File: src/rtl/rocket_trace_pkg.sv
// Shared definitions for the retire-trace collector: counter widths, id width
// helper and the record bit layout that the monitor's unpacker also relies on.
package rocket_trace_pkg;

    localparam int DROP_CNT_W = 8;

    // Record layout, LSB first: lost, ts, insn, pc
    localparam int REC_LOST_LSB = 0;
    localparam int REC_TS_LSB   = 1;

    function automatic int core_id_w(input int n);
        return (n > 1) ? $clog2(n) : 1;
    endfunction

    function automatic int rec_insn_lsb(input int ts_w);
        return REC_TS_LSB + ts_w;
    endfunction

    function automatic int rec_pc_lsb(input int ts_w, input int insn_w);
        return REC_TS_LSB + ts_w + insn_w;
    endfunction

    function automatic int rec_width(input int ts_w, input int insn_w, input int pc_w);
        return REC_TS_LSB + ts_w + insn_w + pc_w;
    endfunction

endpackage

File: src/rtl/rocket_trace_fifo.sv
// Per-core first-word-fall-through FIFO. A push while full is accepted only
// when the head is popped in the same cycle.
module rocket_trace_fifo #(
    parameter int WIDTH = 8,
    parameter int DEPTH = 8
) (
    input  logic             clk,
    input  logic             reset,
    input  logic             push,
    input  logic             pop,
    input  logic [WIDTH-1:0] din,
    output logic [WIDTH-1:0] dout,
    output logic             full,
    output logic             empty
);

    localparam int AW = $clog2(DEPTH);

    logic [WIDTH-1:0] mem_r [DEPTH];
    logic [AW:0]      wr_ptr_r;
    logic [AW:0]      rd_ptr_r;
    logic             do_push_s;
    logic             do_pop_s;

    // Qualify requests against the current occupancy
    always_comb begin
        do_pop_s  = pop && !empty;
        do_push_s = push && (!full || do_pop_s);
    end

    assign empty = (wr_ptr_r == rd_ptr_r);
    assign full  = (wr_ptr_r[AW] != rd_ptr_r[AW]) && (wr_ptr_r[AW-1:0] == rd_ptr_r[AW-1:0]);
    assign dout  = mem_r[rd_ptr_r[AW-1:0]];

    // Storage array; contents are don't-care while empty so it needs no reset
    always_ff @(posedge clk) begin
        if (do_push_s) begin
            mem_r[wr_ptr_r[AW-1:0]] <= din;
        end
    end

    // Read and write pointers with a wrap bit to tell full from empty
    always_ff @(posedge clk or posedge reset) begin
        if (reset) begin
            wr_ptr_r <= {(AW+1){1'b0}};
            rd_ptr_r <= {(AW+1){1'b0}};
        end else begin
            if (do_push_s) begin
                wr_ptr_r <= wr_ptr_r + {{AW{1'b0}}, 1'b1};
            end
            if (do_pop_s) begin
                rd_ptr_r <= rd_ptr_r + {{AW{1'b0}}, 1'b1};
            end
        end
    end

endmodule

File: src/rtl/rocket_trace_mux.sv
// Multi-core retire-trace collector: timestamps retires into per-core FIFOs and
// merges them round-robin into one registered valid/ready record stream.
module rocket_trace_mux
    import rocket_trace_pkg::*;
#(
    parameter int N_CORES    = 4,
    parameter int PC_WIDTH   = 64,
    parameter int INSN_WIDTH = 32,
    parameter int FIFO_DEPTH = 8,
    parameter int TS_WIDTH   = 32,
    localparam int CORE_ID_W = core_id_w(N_CORES)
) (
    input  logic                           clk,
    input  logic                           reset,
    input  logic                           enable,
    input  logic [N_CORES-1:0]             retire_valid,
    input  logic [N_CORES*PC_WIDTH-1:0]    retire_pc,
    input  logic [N_CORES*INSN_WIDTH-1:0]  retire_insn,
    output logic                           out_valid,
    input  logic                           out_ready,
    output logic [CORE_ID_W-1:0]           out_core,
    output logic [PC_WIDTH-1:0]            out_pc,
    output logic [INSN_WIDTH-1:0]          out_insn,
    output logic [TS_WIDTH-1:0]            out_ts,
    output logic                           out_lost,
    output logic [N_CORES*DROP_CNT_W-1:0]  drop_count
);

    localparam int REC_W    = rec_width(TS_WIDTH, INSN_WIDTH, PC_WIDTH);
    localparam int INSN_LSB = rec_insn_lsb(TS_WIDTH);
    localparam int PC_LSB   = rec_pc_lsb(TS_WIDTH, INSN_WIDTH);
    localparam logic [CORE_ID_W-1:0] LAST_CORE = CORE_ID_W'(N_CORES - 1);
    localparam logic [DROP_CNT_W-1:0] DROP_MAX = {DROP_CNT_W{1'b1}};

    logic [TS_WIDTH-1:0]   ts_r;
    logic [CORE_ID_W-1:0]  rr_ptr_r;
    logic [CORE_ID_W-1:0]  grant_s;
    logic [N_CORES-1:0]    empty_s;
    logic [N_CORES-1:0]    full_s;
    logic [N_CORES-1:0]    ne_s;
    logic [N_CORES-1:0]    push_s;
    logic [N_CORES-1:0]    pop_s;
    logic [N_CORES-1:0]    drop_s;
    logic [N_CORES-1:0]    lost_pending_r;
    logic [REC_W-1:0]      din_s  [N_CORES];
    logic [REC_W-1:0]      dout_s [N_CORES];
    logic [DROP_CNT_W-1:0] drop_cnt_r [N_CORES];
    logic [REC_W-1:0]      head_s;
    logic                  load_s;

    assign ne_s   = ~empty_s;
    assign load_s = (!out_valid || out_ready) && (|ne_s);
    assign head_s = dout_s[grant_s];

    // Round-robin pick: lowest non-empty index at or above rr_ptr wins,
    // otherwise fall back to the lowest non-empty index overall (wrap-around)
    always_comb begin
        grant_s = {CORE_ID_W{1'b0}};
        for (int i = N_CORES - 1; i >= 0; i--) begin
            grant_s = ne_s[i] ? CORE_ID_W'(i) : grant_s;
        end
        for (int i = N_CORES - 1; i >= 0; i--) begin
            grant_s = (ne_s[i] && (CORE_ID_W'(i) >= rr_ptr_r)) ? CORE_ID_W'(i) : grant_s;
        end
    end

    for (genvar g = 0; g < N_CORES; g++) begin : g_core
        assign pop_s[g]  = load_s && (grant_s == CORE_ID_W'(g));
        assign push_s[g] = enable && retire_valid[g] && (!full_s[g] || pop_s[g]);
        assign drop_s[g] = enable && retire_valid[g] && full_s[g] && !pop_s[g];
        assign din_s[g]  = {retire_pc[g*PC_WIDTH +: PC_WIDTH],
                            retire_insn[g*INSN_WIDTH +: INSN_WIDTH],
                            ts_r, lost_pending_r[g]};
        assign drop_count[g*DROP_CNT_W +: DROP_CNT_W] = drop_cnt_r[g];

        rocket_trace_fifo #(
            .WIDTH (REC_W),
            .DEPTH (FIFO_DEPTH)
        ) u_fifo (
            .clk   (clk),
            .reset (reset),
            .push  (push_s[g]),
            .pop   (pop_s[g]),
            .din   (din_s[g]),
            .dout  (dout_s[g]),
            .full  (full_s[g]),
            .empty (empty_s[g])
        );
    end

    // Free-running timestamp and round-robin pointer
    always_ff @(posedge clk or posedge reset) begin
        if (reset) begin
            ts_r     <= {TS_WIDTH{1'b0}};
            rr_ptr_r <= {CORE_ID_W{1'b0}};
        end else begin
            ts_r <= ts_r + TS_WIDTH'(1);
            if (load_s) begin
                rr_ptr_r <= (grant_s == LAST_CORE) ? {CORE_ID_W{1'b0}} : grant_s + CORE_ID_W'(1);
            end
        end
    end

    // Loss tracking: a drop arms lost_pending, the next accepted push carries and clears it
    always_ff @(posedge clk or posedge reset) begin
        if (reset) begin
            lost_pending_r <= {N_CORES{1'b0}};
            for (int i = 0; i < N_CORES; i++) begin
                drop_cnt_r[i] <= {DROP_CNT_W{1'b0}};
            end
        end else begin
            for (int i = 0; i < N_CORES; i++) begin
                if (drop_s[i]) begin
                    lost_pending_r[i] <= 1'b1;
                    if (drop_cnt_r[i] != DROP_MAX) begin
                        drop_cnt_r[i] <= drop_cnt_r[i] + DROP_CNT_W'(1);
                    end
                end else if (push_s[i]) begin
                    lost_pending_r[i] <= 1'b0;
                end
            end
        end
    end

    // Output record register; only reloads when empty or being consumed
    always_ff @(posedge clk or posedge reset) begin
        if (reset) begin
            out_valid <= 1'b0;
            out_core  <= {CORE_ID_W{1'b0}};
            out_pc    <= {PC_WIDTH{1'b0}};
            out_insn  <= {INSN_WIDTH{1'b0}};
            out_ts    <= {TS_WIDTH{1'b0}};
            out_lost  <= 1'b0;
        end else if (load_s) begin
            out_valid <= 1'b1;
            out_core  <= grant_s;
            out_pc    <= head_s[PC_LSB +: PC_WIDTH];
            out_insn  <= head_s[INSN_LSB +: INSN_WIDTH];
            out_ts    <= head_s[REC_TS_LSB +: TS_WIDTH];
            out_lost  <= head_s[REC_LOST_LSB];
        end else if (out_ready) begin
            out_valid <= 1'b0;
        end
    end

endmodule

File: config.mk
export PLATFORM = sky130hd
export DESIGN_NAME = rocket_trace_mux
export DESIGN_NICKNAME = d
export VERILOG_FILES = /design/src/rtl/rocket_trace_pkg.sv /design/src/rtl/rocket_trace_fifo.sv /design/src/rtl/rocket_trace_mux.sv
export SDC_FILE = /design/constraint.sdc
export NUM_CORES = 2
export LEC_CHECK = 0
export BUFFER_PORTS_ARGS = -buffer_cell sky130_fd_sc_hd__buf_2
export CAP_MARGIN = 0
export CORE_MARGIN = 5
export CORE_UTILIZATION = 65
export DETAILED_ROUTE_END_ITERATION = 8
export GPL_TIMING_DRIVEN = 0
export PLACE_DENSITY_LB_ADDON = 0.08
export SETUP_SLACK_MARGIN = 0.15
export SYNTH_ARGS = -nofsm -noshare
export SYNTH_HDL_FRONTEND = slang
export SYNTH_MEMORY_MAX_BITS = 65536
export SYNTH_SLANG_ARGS = --single-unit
File: constraint.sdc
create_clock -name clk -period 30.2 [get_ports clk]
set_clock_uncertainty 0.1 [all_clocks]
set_input_delay 4.53 -clock clk [delete_from_list [all_inputs] [get_ports clk]]
set_output_delay 4.53 -clock clk [all_outputs]
set_load 0.01 [all_outputs]
# After elaboration in Yosys (flattened, before gate mapping)
# Memory sizes are Yosys's and may differ from the RTL's.
# Cells that the tools add are included.
# W data, S select, Z words.
word_totals:
  elab_cells: 168
  register_bits: 234
  output_inout_bits: 164
  in_bits: 392
  mem_count: 4
  ram_bits: 4128
op_classes:
  reduce_logical: 70
  bitwise: 2
  add_sub_neg: 14
  order_cmp: 5
  eq_ne: 19
  mux: 30
memory_table:
  columns: ["memory", "words", "width", "rd", "rd_ports_with_merged_regs", "wr", "line", "source"]
  rows:
  - ["g_core[0].u_fifo.mem_r", 8, 129, 1, 0, 1, "rocket_trace_fifo.sv:19", "logic [WIDTH-1:0] mem_r [DEPTH];"]
  - ["g_core[1].u_fifo.mem_r", 8, 129, 1, 0, 1, "rocket_trace_fifo.sv:19", null]
  - ["g_core[2].u_fifo.mem_r", 8, 129, 1, 0, 1, "rocket_trace_fifo.sv:19", null]
  - ["g_core[3].u_fifo.mem_r", 8, 129, 1, 0, 1, "rocket_trace_fifo.sv:19", null]
ops:
  columns: ["cell", "n"]
  rows:
  - ["$bmux W129 S2", 1]
  - ["$mux W129", 2]
  - ["$logic_and A1 B1 Y1", 37]
  - ["$add A32 B1 Y32 const B", 1]
  - ["$add A4 B1 Y4 const B", 8]
  - ["$add A8 B1 Y8 const B", 4]
  - ["$ne A8 B8 Y1 const B", 4]
  - ["$mux W1", 18]
  - ["$mux W2", 9]
  - ["$eq A4 B4 Y1", 4]
  - ["$logic_not A1 Y1", 13]
  - ["$eq A3 B3 Y1", 4]
  - ["$reduce_bool A2 Y1", 5]
  - ["$logic_or A1 B1 Y1", 9]
  - ["$reduce_and A2 Y1", 4]
  - ["$eq A2 B2 Y1 const B", 2]
  - ["$ge A1 B2 Y1 const A", 2]
  - ["$ge A2 B2 Y1 const A", 2]
  - ["$ne A1 B1 Y1", 4]
  - ["$not A4 Y4", 1]
  - ["$reduce_or A4 Y1", 1]
  - ["$ge A3 B3 Y1 const B", 1]
  - ["$not A2 Y3", 1]
  - ["$add A2 B1 Y2 const B", 1]
  - ["2 further kinds", 2]

# Logic depth before layout (Yosys ltp)
logic_depth:
  ltp_word: 17
  ltp_mapped: 15
  ltp_nobuf: 11

# By module
# Synthesis repeated with hierarchy kept, for this count alone.
unflattened:
  cells_unflattened: 7218
  hier_area_um2: 169440.0
modules_own_cells:
  columns: ["mod", "seq_area_each_um2", "instances", "area_each_um2", "cells_each"]
  rows:
  - ["rocket_trace_fifo (g_core[2].u_fifo ...)", 31189.9, 2, 39541.7, 1549]
  - ["rocket_trace_fifo (g_core[1].u_fifo)", 31189.9, 1, 39554.2, 1549]
  - ["rocket_trace_fifo (g_core[0].u_fifo)", 31189.9, 1, 39544.2, 1550]
  - ["rocket_trace_mux", 5054.8, 1, 11258.3, 1021]

# Worst setup path before layout
# No wires, ideal clock.
synth_timing:
  path_kind: "input port to flip-flop"
  from: "input port out_ready"
  to: "memory g_core[2].u_fifo.mem_r[2][0] (netlist bit), enable pin"
  setup_time_ns: 0.980
  setup_slack_ns: 10.813
  stages: 5
  n_path_buf: 0
  t_arrival_ns: 18.307
  required_time_ns: 29.120
  cell_sequence: "nand2b_1 -> a21oi_1 -> nand4_1 -> nand3_1 -> nor4b_1"
synth_between:
  elab_chain_cells: 8
  elab_cells_between_ends: 10
  classes_between: "mux (2); reduce/logical (8)"
synth_lines:
  columns: ["item", "line", "source"]
  rows:
  - ["start, declared", "rocket_trace_mux.sv:20", "input logic out_ready,"]
  - ["$logic_or A1 B1 Y1 *", "rocket_trace_mux.sv:52", "assign load_s = (!out_valid || out_ready) && (|ne_s);"]
  - ["$logic_and A1 B1 Y1 *", "rocket_trace_mux.sv:52", null]
  - ["$logic_and A1 B1 Y1 *", "rocket_trace_mux.sv:68", "assign pop_s[g] = load_s && (grant_s == CORE_ID_W'(g));"]
  - ["$logic_or A1 B1 Y1 / $logic_and A1 B1 Y1 (equally long branches)", "rocket_trace_mux.sv:69, rocket_trace_fifo.sv:27", null]
  - ["$logic_and A1 B1 Y1 / $logic_or A1 B1 Y1 (equally long branches)", "rocket_trace_mux.sv:69, rocket_trace_fifo.sv:28", null]
  - ["$logic_and A1 B1 Y1 *", "rocket_trace_fifo.sv:28", "do_push_s = push && (!full || do_pop_s);"]
  - ["$mux W1 *", "rocket_trace_fifo.sv:37", "if (do_push_s) begin"]
  - ["$mux W1 (implied by the code) *", "rocket_trace_fifo.sv:38", "mem_r[wr_ptr_r[AW-1:0]] <= din;"]
  - ["end, declared", "rocket_trace_fifo.sv:19", null]
# Mark *: on every way between the ends. The rest lies on a longest branch, timed or not.

# Final worst setup path
layout_timing:
  from: "input port out_ready"
  to: "memory g_core[2].u_fifo.mem_r[2][45] (netlist bit), enable pin"
# The elaborated chain is that of the path after synthesis.

==> impl_metrics.py <==
metrics = {
    "status": {
        "status": "finished with violations",
        "violations": "capacitance limit, slew limit",
    },
    "clocking": {
        "cts_resized": 0,
        "clk_pin_slew_worst_paths_ns": 0.06,
        "cts_setup_buffers": 0,
        "h-tree-depth": 5,
        "cts_tree": "yes",
        "insertion_delay_ns": 1.01,
        "ctsHoldBuffers": 0,
        "clock_path_buffers": 4,
        "clock_sinks": 4362,
        "cts_buffers": 435,
        "root_buffer": "clkbuf_16",
    },
    "cells_and_area": {
        "nNetsFinal": 9131,
        "fill_cells": 13727,
        "final_cells": 12567,
        "regArea_um2": 130000,
        "layout-area-overhead-vs-synth_pct": 15.9,
        "multi_input_area_um2": 36500,
        "drive_gt1_share_pct": 32.9,
    },
    "worst_setup_path": {
        "cp-start-kind": "input port",
        "critical_path_class": "in2reg",
        "worstPathArrival_ns": 9.11,
        "crit_path_end_kind": "register",
        "worstPathMaxFanout": 8,
        "required_ns": 30.78,
        "reg2reg_slack_ns": 22.66,
    },
    "drt": {
        "drc_errors": 0,
        "viasPerCell": 6.77,
        "routed_wl_um": 436000,
        "vias": 85106,
        "drt_iter0_drc": 10210,
        "wire_per_inst_um": 34.7,
        "ant_nets": 0,
        "dr.pass1.iters": 7,
    },
    "sta": {
        "post-route-period-util_pct": 28.2,
        "worst_slew_pin_slew_ns": 1.58,
        "slew_headroom_pct": -5.29,
        "whs_ns": 0.393,
        "max_freq_ghz": 0.117,
        "hold_violations": 0,
        "grt_setup_unrepaired": "no",
        "fin_crit_ns": 8.53,
        "layout_setup_ws_ns": 21.67,
        "tns_ns": 0,
        "setup_viol": 0,
        "drv_slew": 11,
    },
    "global_route": {
        "grt_overflow": 0,
        "first_global_vias": 85097,
        "antenna_found_initial": 128,
        "grt_max_degree": 115,
        "grt_pass1_wl_um": 621000,
        "grt_use_total_pct": 32.6,
    },
    "yosys": {
        "synth_fp_nets": 7780,
        "synth_cells": 7371,
        "yosys_warnings": 0,
        "ys_types": 51,
        "ys.flop_type": "edfxtp_1",
        "ys_ff_latch": 4362,
        "synth_area_leader_cell": "edfxtp_1",
        "avgSynthCellArea_um2": 22.8,
        "syn_area_um2": 168000,
        "yosysSeqAreaShare_pct": 77.4,
        "yosys.area.top_type_share_pct": 73.9,
        "synth_area_leaders": "edfxtp_1 74%, mux4_2 14%, dfrtp_1 3.5%, mux2i_1 2.3%, mux2_2 1.8%",
        "yosysMostFrequentCell": "edfxtp_1",
        "synthTopCellsByCount": "4128 x edfxtp_1, 1032 x mux4_2, 394 x mux2i_1, 280 x clkbuf_1, 263 x mux2_2",
        "synth_edf_count": 4128,
        "async_flop_share_pct": 5.36,
    },
    "run": {
        "max_cap_viol_count": 2,
    },
    "die": {
        "ios": 556,
        "num_rows": 186,
        "core_um2": 257000,
        "start_util_pct": 65.3,
        "die_w_um": 518,
        "die_h_um": 518,
        "die_area_um2": 268000,
    },
    "pwr": {
        "p_per_area_nw_per_um2": 98.4,
        "p_leak_nw": 64.7,
        "peakVddDrop_v": 0.0000746,
        "totalPowerFinal_mw": 19.1,
    },
    "placed_design": {
        "io_buffers": 555,
        "routabilityCongestion": 0.888,
        "place_inst": 11668,
        "hpwlAfterDp_um": 290000,
        "place_ws_ns": 20.88,
    },
    "hold_path": {
        "min_path_type": "reg2reg",
    },
}
-- worst max-delay path: stages --
cell and delay (ns):
buf_2 0.13, nand2b_1 0.44, a21oi_1 0.14, nand4_1 0.39
nand3_1 0.59, nor4b_2 1.11, buf_4 0.33, buf_4 0.21
buf_4 0.21, buf_4 0.20, buf_4 0.20, buf_4 0.19
buf_4 0.20, buf_4 0.19
-- sequential cells by signal, summed over array words and instances, names as in the netlist, 16 cells and up --
register / flops
drop_count: 32
g_core.u_fifo.rd_ptr_r: 16
out_ts: 32
out_pc: 64
g_core.u_fifo.mem_r: 4128
out_insn: 32
ts_r: 32
g_core.u_fifo.wr_ptr_r: 16
-- layout by cell type (no fill, tap or decap), types with 10 or more instances in the layout --
cell and instances:
a221o_1 129, a31oi_1 130, and3_1 11, buf_1 106
buf_12 89, buf_2 619, buf_4 97, buf_6 146
buf_8 25, bufinv_16 57, clkbuf_1 335, clkbuf_16 442
clkbuf_2 16, clkbuf_8 21, clkinv_1 90, clkinv_2 78
clkinvlp_4 19, dfrtp_1 233, diode_2 110, edfxtp_1 4128
ha_1 17, mux2_2 263, mux2i_1 394, mux4_2 1032
nand2_1 50, nand2b_1 11, nand3_1 27, nand4_1 23
nor2_1 18, nor2_4 17, nor3_2 10, nor4_1 231
nor4_2 15, xnor2_1 59, xor2_1 39
-- metal layers --
layer | global-route usage (%) | up-vias | share of wire (%)
met5 | 0 | - | 0.070
met4 | 15.6 | 50 | 5.6
met3 | 9.25 | 928 | 11
met2 | 50.8 | 4904 | 48
met1 | 43.4 | 44796 | 35
li1 | - | 34428 | -
-- power by group --
part | internal [mW] | switching (mW)
registers | 7.18 | 0.208
logic | 2.54 | 3.78
clock network | 3.20 | 2.21
total | 12.9 | 6.20
-- path summary, 6_finish.rpt --
check                                             start                       endpoint  cells past startpoint
setup / recovery                              out_ready  g_core[2].u_fifo.mem_r[2][45]                     14
max in group asynchronous                         reset                       ts_r[28]                      4
setup reg to reg           g_core[3].u_fifo.rd_ptr_r[2]  g_core[2].u_fifo.mem_r[2][45]                     21
hold / removal                           drop_count[13]                 drop_count[13]                      1
min in group asynchronous                         reset                 drop_count[18]                      2
hold reg to reg                          drop_count[13]                 drop_count[13]                      1
-- per-stage QoR --
step	utilization, %	area, um2
2_1_floorplan	-	168000
3_3_place_gp	68.1	175000
3_5_place_dp	70.0	180000
4_1_cts	75.6	194000
5_1_grt	75.6	194000
6_report	75.7	195000
-- cell families after synthesis --
group                      share of synthesized area, %
AOI/OAI and AO/OA                                  1.39
xor gates and xnor gates                          0.511
adders and majority gates                         0.127
buffers and inverters                              1.11
DFF                                                77.4
muxes                                              18.0
and+or+nand+nor                                    1.54
-- final cells by class --
class                   count  share of cell area [%]
repair buffers            914                    3.85
plain buffers             457                   0.946
well taps                3384                    2.18
clock buffers             533                    5.97
multi-input cells        2539                    18.7
flip-flops and latches   4362                    66.7
diodes                    110                   0.142
clock inverters           255                    1.40
inverters                  13                  0.0367
(Power assumes the default switching activity.)
